$ cat src/rtl/if_id_fetch_buffer.sv
// if_id_fetch_buffer
//   Fetch-side front end: issues one instruction-memory read per fetch,
//   captures the returned word into the IF/ID register (with a one-entry
//   skid buffer for ID stalls), pulses pc_en to let the PC advance, and
//   stops fetching after an HLT opcode until a flush redirects it.
//
// Ports
//   clk, rst              clock, synchronous active-high reset
//   pc                    fetch address from the PC register
//   stall, flush          ID back-pressure / branch redirect squash
//   imem_req, imem_addr   one-cycle read request and its address
//   imem_valid, imem_data read response
//   pc_en                 one-cycle pulse: PC may load its next value
//   instr_ID, pc_ID,
//   pcInc_ID, valid_ID    IF/ID pipeline register
//   halted                HLT fetched, fetch stopped
module if_id_fetch_buffer #(
    parameter logic [15:0] NOP_INSTR = 16'h0000,
    parameter logic [3:0]  HALT_OPC  = 4'hF
) (
    input  logic        clk,
    input  logic        rst,
    input  logic [15:0] pc,
    input  logic        stall,
    input  logic        flush,
    output logic        imem_req,
    output logic [15:0] imem_addr,
    input  logic        imem_valid,
    input  logic [15:0] imem_data,
    output logic        pc_en,
    output logic [15:0] instr_ID,
    output logic [15:0] pc_ID,
    output logic [15:0] pcInc_ID,
    output logic        valid_ID,
    output logic        halted
);

    typedef enum logic [1:0] {IDLE, WAIT, HOLD, HALTED} state_t;

    state_t      state, state_n;
    logic        drop, drop_n;
    logic [15:0] skid, skid_n;
    logic        req_n, en_n, vld_n, halted_n;
    logic [15:0] addr_n, instr_n, pcid_n, inc_n;
    logic        load;
    logic [15:0] ld_data;

    always_comb begin
        state_n  = state;
        drop_n   = drop;
        skid_n   = skid;
        req_n    = 1'b0;
        en_n     = 1'b0;
        addr_n   = imem_addr;   // holds the address of the outstanding fetch
        instr_n  = instr_ID;
        pcid_n   = pc_ID;
        inc_n    = pcInc_ID;
        vld_n    = valid_ID;
        halted_n = halted;
        load     = 1'b0;
        ld_data  = skid;

        // Bubble unless something is loaded below; a stall freezes IF/ID.
        if (flush || !stall) begin
            vld_n   = 1'b0;
            instr_n = NOP_INSTR;
        end

        case (state)
            IDLE: begin
                // A flush here may carry a stale pc; wait one cycle for the redirect.
                if (!flush) begin
                    req_n   = 1'b1;
                    addr_n  = pc;
                    state_n = WAIT;
                end
            end
            WAIT: begin
                if (flush) begin
                    if (imem_valid) begin
                        state_n = IDLE;
                        drop_n  = 1'b0;
                    end else begin
                        drop_n  = 1'b1;   // response still in flight; discard it on arrival
                    end
                end else if (imem_valid) begin
                    if (drop) begin
                        drop_n  = 1'b0;
                        state_n = IDLE;
                    end else if (!stall) begin
                        load    = 1'b1;
                        ld_data = imem_data;
                    end else begin
                        skid_n  = imem_data;
                        state_n = HOLD;
                    end
                end
            end
            HOLD: begin
                if (flush)       state_n = IDLE;
                else if (!stall) load    = 1'b1;
            end
            HALTED: begin
                if (flush) begin
                    state_n  = IDLE;
                    halted_n = 1'b0;
                end
            end
            default: state_n = IDLE;
        endcase

        if (load) begin
            instr_n = ld_data;
            pcid_n  = imem_addr;
            inc_n   = imem_addr + 16'h0002;
            vld_n   = 1'b1;
            en_n    = 1'b1;
            if (ld_data[15:12] == HALT_OPC) begin
                state_n  = HALTED;
                halted_n = 1'b1;
            end else begin
                state_n  = IDLE;
            end
        end
    end

    always_ff @(posedge clk) begin
        if (rst) begin
            state     <= IDLE;
            drop      <= 1'b0;
            skid      <= 16'h0000;
            imem_req  <= 1'b0;
            imem_addr <= 16'h0000;
            pc_en     <= 1'b0;
            instr_ID  <= NOP_INSTR;
            pc_ID     <= 16'h0000;
            pcInc_ID  <= 16'h0000;
            valid_ID  <= 1'b0;
            halted    <= 1'b0;
        end else begin
            state     <= state_n;
            drop      <= drop_n;
            skid      <= skid_n;
            imem_req  <= req_n;
            imem_addr <= addr_n;
            pc_en     <= en_n;
            instr_ID  <= instr_n;
            pc_ID     <= pcid_n;
            pcInc_ID  <= inc_n;
            valid_ID  <= vld_n;
            halted    <= halted_n;
        end
    end

endmodule

$ cat config.mk
export PLATFORM = sky130hd
export DESIGN_NAME = if_id_fetch_buffer
export DESIGN_NICKNAME = d
export VERILOG_FILES = /design/src/rtl/if_id_fetch_buffer.sv
export SDC_FILE = /design/constraint.sdc
export NUM_CORES = 1
export LEC_CHECK = 0
export ABC_AREA = 0
export BUFFER_PORTS_ARGS = -buffer_cell sky130_fd_sc_hd__clkbuf_2
export CAP_MARGIN = 20
export CORE_MARGIN = 2
export CORE_UTILIZATION = 25
export DETAILED_ROUTE_END_ITERATION = 16
export MAX_ROUTING_LAYER = met4
export PLACE_DENSITY = 0.46
export SYNTH_ARGS = -nofsm -noshare
export SYNTH_HDL_FRONTEND = slang
export SYNTH_SLANG_ARGS = --single-unit
$ cat constraint.sdc
create_clock -name clk -period 2.35 [get_ports clk]
set_clock_uncertainty 0.15 [all_clocks]
set_input_delay 0.235 -clock clk [delete_from_list [all_inputs] [get_ports clk]]
set_output_delay 0.235 -clock clk [all_outputs]
set_load 0.01 [all_outputs]
## After elaboration in Yosys (flattened, before gate mapping)

Index checks and enable logic that the tools add are counted.

| storage, ports and cells | value |
|---|---|
| register bits after elaboration | 87 |
| input port bits | 37 |
| output and inout bits | 68 |

| cells by class | value |
|---|---|
| add/sub/neg operators | 1 |
| equality and inequality tests | 8 |
| multiplexer cells | 34 |
| bitwise operators | 3 |
| reductions and logical operators | 11 |

Operator list:

| kind | count |
|---|---|
| 2-to-1 mux 16 bit | 7 |
| 2-to-1 mux 2 bit | 9 |
| adder 16 x 2 -> 16 bit, second input constant | 1 |
| 2-to-1 mux 1 bit | 16 |
| inequality test 3 bit, second input constant | 2 |
| one-hot mux 2 bit (3 select lines) | 1 |
| inequality test 5 bit, second input constant | 1 |
| AND reduction 5 bit | 1 |
| == test 2 bit, second input constant | 2 |
| == test 4 bit, second input constant | 1 |
| AND reduction 2 bit | 2 |
| AND reduction 4 bit | 1 |
| nonzero test 2 bit | 2 |
| OR reduction 2 bit | 2 |
| inequality test 3 x 1 -> 1 bit, second input constant | 1 |
| inverter 1 bit | 3 |
| == test 2 x 1 -> 1 bit, second input constant | 1 |
| zero test 2 bit | 1 |
| one-hot mux 1 bit (2 select lines) | 1 |
| zero test 1 bit | 1 |
| logical OR 1 bit | 1 |

## Depth between registers and ports, before layout

| depth | value |
|---|---|
| depth after elaboration | 8 |
| gate-level depth with buffers | 9 |
| depth with buffers taken out | 7 |

## Least setup slack after synthesis

No wires, ideal clock.

| path | value |
|---|---|
| kind | register -> register |
| start | register state[0] |
| end | register state[1] |
| arrival | 1985 ps |
| data required time | 2127 ps |
| path slack | 142 ps |
| cell stages (with the launch flop) | 9 |
| path buffers | 1 |
| path through | dfxtp_1 inv_1 ha_1 and4bb_2 a31o_1 buf_6 or4_1 and3_1 nor3_2 |

| between the ends | value |
|---|---|
| cells in the longest elaborated chain, start to end | 5 |
| elaborated cells on any way between the ends | 16 |

Ends and longest elaborated chain:

| what | line | RTL |
|---|---|---|
| from (decl) | 40 | `state_t state, state_n;` |
| from (signal assigned) | 141 | `state <= state_n;` |
| == test 2 x 1 -> 1 bit | 69 | `case (state)` |
| 2-to-1 mux 16 bit | 69 |  |
| == test 4 bit | 118 | `if (ld_data[15:12] == HALT_OPC) begin` |
| 2-to-1 mux 2 bit | 118 |  |
| 2-to-1 mux 2 bit | 112 | `if (load) begin` |

Several ways; a longest one is shown, not always the timed one.
A chain may end at the register's enable or synchronous reset.

## Final worst setup path

| path | value |
|---|---|
| start | register state[1] |
| end | register state[1] |

Same word-level chain as after synthesis.

==> results.md <==
* DR WL/cell at between 10 and 15 um
* Top_reg_cell synth: dfxtp_1
* Die area at around 15,000 um2
* Fmax at 0.4448 GHz
* TritonCTS buffer count at 9
* Synth async-reset ratio at 0%
* Fillers at between 1,000 and 1,500
* Vias in the first global route at 2,986
* Mapped Area at approximately 3500 um2
* Final core utilization at 35.70%
* Max-Cap Viols at 0
* DRT Pass-1 Iters at 4
* Commonest cells post-synth: nand2_1, dfxtp_1, a21oi_1, nor2_1, clkbuf_1
* CTS root buffer: clkbuf_16
* Status: completed
* Worst Slack Setup Final at just over 0.1 ns
* Fraction of final layout cells sized beyond drive strength 1 at roughly a quarter
* Ports at ~110
* Leakage power at 0.001845 uW
* Post-Route WL at 10,050 um
* Arrival @ worst endpoint at 2.36 ns
* First-pass GRT wire length at 15,550 um
* DRC violations left at 0
* DR iter-0 viols at 172
* P per Cell Area at 808.2 nW/um2
* I/O Buffers at around 100
* Actual slew at the worst max-slew pin at just over 0.6 ns
* Crit Path Category: reg2reg
* Vias per cell at around 4.4
* Reg clk slew, reported paths at about 0.06 ns
* Maximum clock path buffer count at 2
* Antenna violation net count after detailed routing at 0
* Critical Path, Cell by Cell: inv_1, ha_1, and4bb_2, a31o_1, or4_1, and3_1, nor3_2
* Nets at 591
* Die Ht at 121.6 um
* Area grow syn2layout at 37.92%
* Clk Latency, worst-skew pair at between 0.3 and 0.4 ns
* Num rows at 42
* Type of origin of the critical path: register
* CTS Sinks at 86
* WHS at 0.01892 ns
* Fin. max-slew vios at 0
* Antenna diodes at 0
* Critical Path Max Stage Delay at 0.39 ns
* CTS tree: yes
* Required @ worst endpoint at about 2.5 ns
* Tcrit/Tclk final at 95.66%
* Crit path time final at 2.248 ns
* Share of the yosys chip area belonging to registers at 49.84%
* Final Hold Viols at 0
* CP Capture Type: register
* Setup_tns at 0 ns
* Yosys warning count at 0
* Post-synthesis net count at around 460
* Chip Width at 121.6 um
* Largest cells by area after synthesis: dfxtp_1, nand2_1, a21oi_1
* Gate Count Post-Synth at 419
* Setup violations, final at 0
* Synth Register Bits at 86
* Dpl ws at 0.1048 ns
* Unique masters post-synth at 37
* H-Tree Depth at 3
* Overall Global Routing Usage at 14.12%
* Top-count cell post-synth: nand2_1
* VDD IR max at 0.2769 mV
* RSZ-0062 raised after global routing: false
* Relative max-transition margin at 59.26%
* Initial Utilization at 25.88%
* Core area at 13,350 um2
* GPL Wtd Cong at 0.7465
* Dpl hpwl at 6966 um
* Post-synth EDFFs at 0
* Total number of vias at between 3,000 and 4,000
* Largest net degree at the start of global routing at 45
* Total gr overflow at 0
* Synth area leader: dfxtp_1
* Synthesized area per cell at between 8 and 9 um2
* Synth top area share at 49.84%
* Initial antenna violation count at 0
* Highest-delay cell along the critical path: dfxtp_1
* Critical path peak fanout at 4
* Hold/Removal Path Class: in2reg
==> power by group <==
| part | internal [uW] | switching [uW] | total (uW) |
|---|---|---|---|
| Clock | 768 | 549 | 1320 |
| Combinational | 344 | 475 | 819 |
| Sequential | 1580 | 138 | 1710 |
| Total | 2690 | 1160 | 3850 |
==> sequential cells by signal, summed over array words and instances (netlist names) <==
name       cells
drop           1
imem_req       1
pcInc_ID      15
valid_ID       1
skid          16
pc_en          1
halted         1
pc_ID         16
imem_addr     16
instr_ID      16
state          2
==> final cells by class <==
| type | count | area [um2] | share of cell area, % |
|---|---|---|---|
| multi-input combinational | 300 | 1607 | 33.72 |
| clock inverter | 1 | 5.005 | 0.1050 |
| inverter | 5 | 18.77 | 0.3939 |
| timing repair buffer | 147 | 927.1 | 19.46 |
| tap | 176 | 220.2 | 4.622 |
| sequential | 86 | 1723 | 36.16 |
| clock buffer | 14 | 264.0 | 5.541 |
==> per-layer routing <==
metal / vias to the layer above / wire length (um) / global-route usage (%)
met4: 0 / 161 / 5.891
met2: 53 / 4820 / 21.80
met5: - / 0 / -
li1: 1671 / - / -
met1: 1496 / 4749 / 18.13
met3: 14 / 319 / 2.762
==> worst max-delay path: cells and delay by family, from the launching register on <==
kind            cells  cell delay, ns
flops               1            0.39
fa+ha+maj           1            0.33
compound gates      1            0.22
simple gates        4            1.00
buf+inv             1            0.08
==> stage by stage <==
stage / power (uW) / cells / area, um2
3_3_place_gp: 2519 / 682 / 4170
3_5_place_dp: 2535 / 682 / 4170
4_1_cts: 3910 / 729 / 4760
2_1_floorplan: 2212 / 419 / 3455
5_1_grt: 4082 / 729 / 4765
6_report: 3851 / 729 / 4765
==> timing repair <==
item	CTS	global route
hold endpoints to repair	32	0
hold buffers	32	0
setup buffers	0	0
endpoints found under the setup margin	0	6
resized for setup	0	2
==> kinds of logic (layout without fill, tap and decap cells) <==
| group | Yosys count | after routing | synth area share, % |
|---|---|---|---|
| and+or+nand+nor | 176 | 176 | 21.66 |
| AOI/OAI and AO/OA | 90 | 90 | 14.56 |
| DFF | 86 | 86 | 49.84 |
| buffers and inverters | 33 | 167 | 4.129 |
| muxes | 17 | 17 | 4.962 |
| xor gates and xnor gates | 12 | 12 | 3.043 |
| adders and majority gates | 5 | 5 | 1.811 |
==> worst paths after layout <==
kind                            startpoint           end  slack (ns)  cells past startpoint
worst min-delay path                 pc[0]  imem_addr[0]        0.02                      3
worst max register to register    state[1]      state[1]        0.10                      7
worst max-delay path              state[1]      state[1]        0.10                      7
worst min register to register    valid_ID      valid_ID        0.29                      2
==> placed cells by master (no fill, tap or decap), types with 2 or more instances in the layout <==
| cell type | instances |
|---|---|
| and4_1 | 4 |
| nor2_1 | 23 |
| clkbuf_1 | 3 |
| nand3_1 | 4 |
| nand2_1 | 125 |
| clkbuf_2 | 104 |
| dfxtp_1 | 85 |
| nand2b_1 | 4 |
| nor3_2 | 2 |
| mux2i_1 | 16 |
| xnor2_1 | 9 |
| xor2_1 | 3 |
| buf_4 | 10 |
| ha_1 | 5 |
| clkbuf_8 | 2 |
| o21ai_0 | 19 |
| inv_1 | 5 |
| nand4_1 | 2 |
| nor3_1 | 2 |
| clkbuf_16 | 9 |
| and3_1 | 2 |
| dlygate4sd3_1 | 32 |
| a21oi_1 | 51 |
| a211oi_1 | 14 |
No activity file was read; power rests on OpenSTA's default activity.
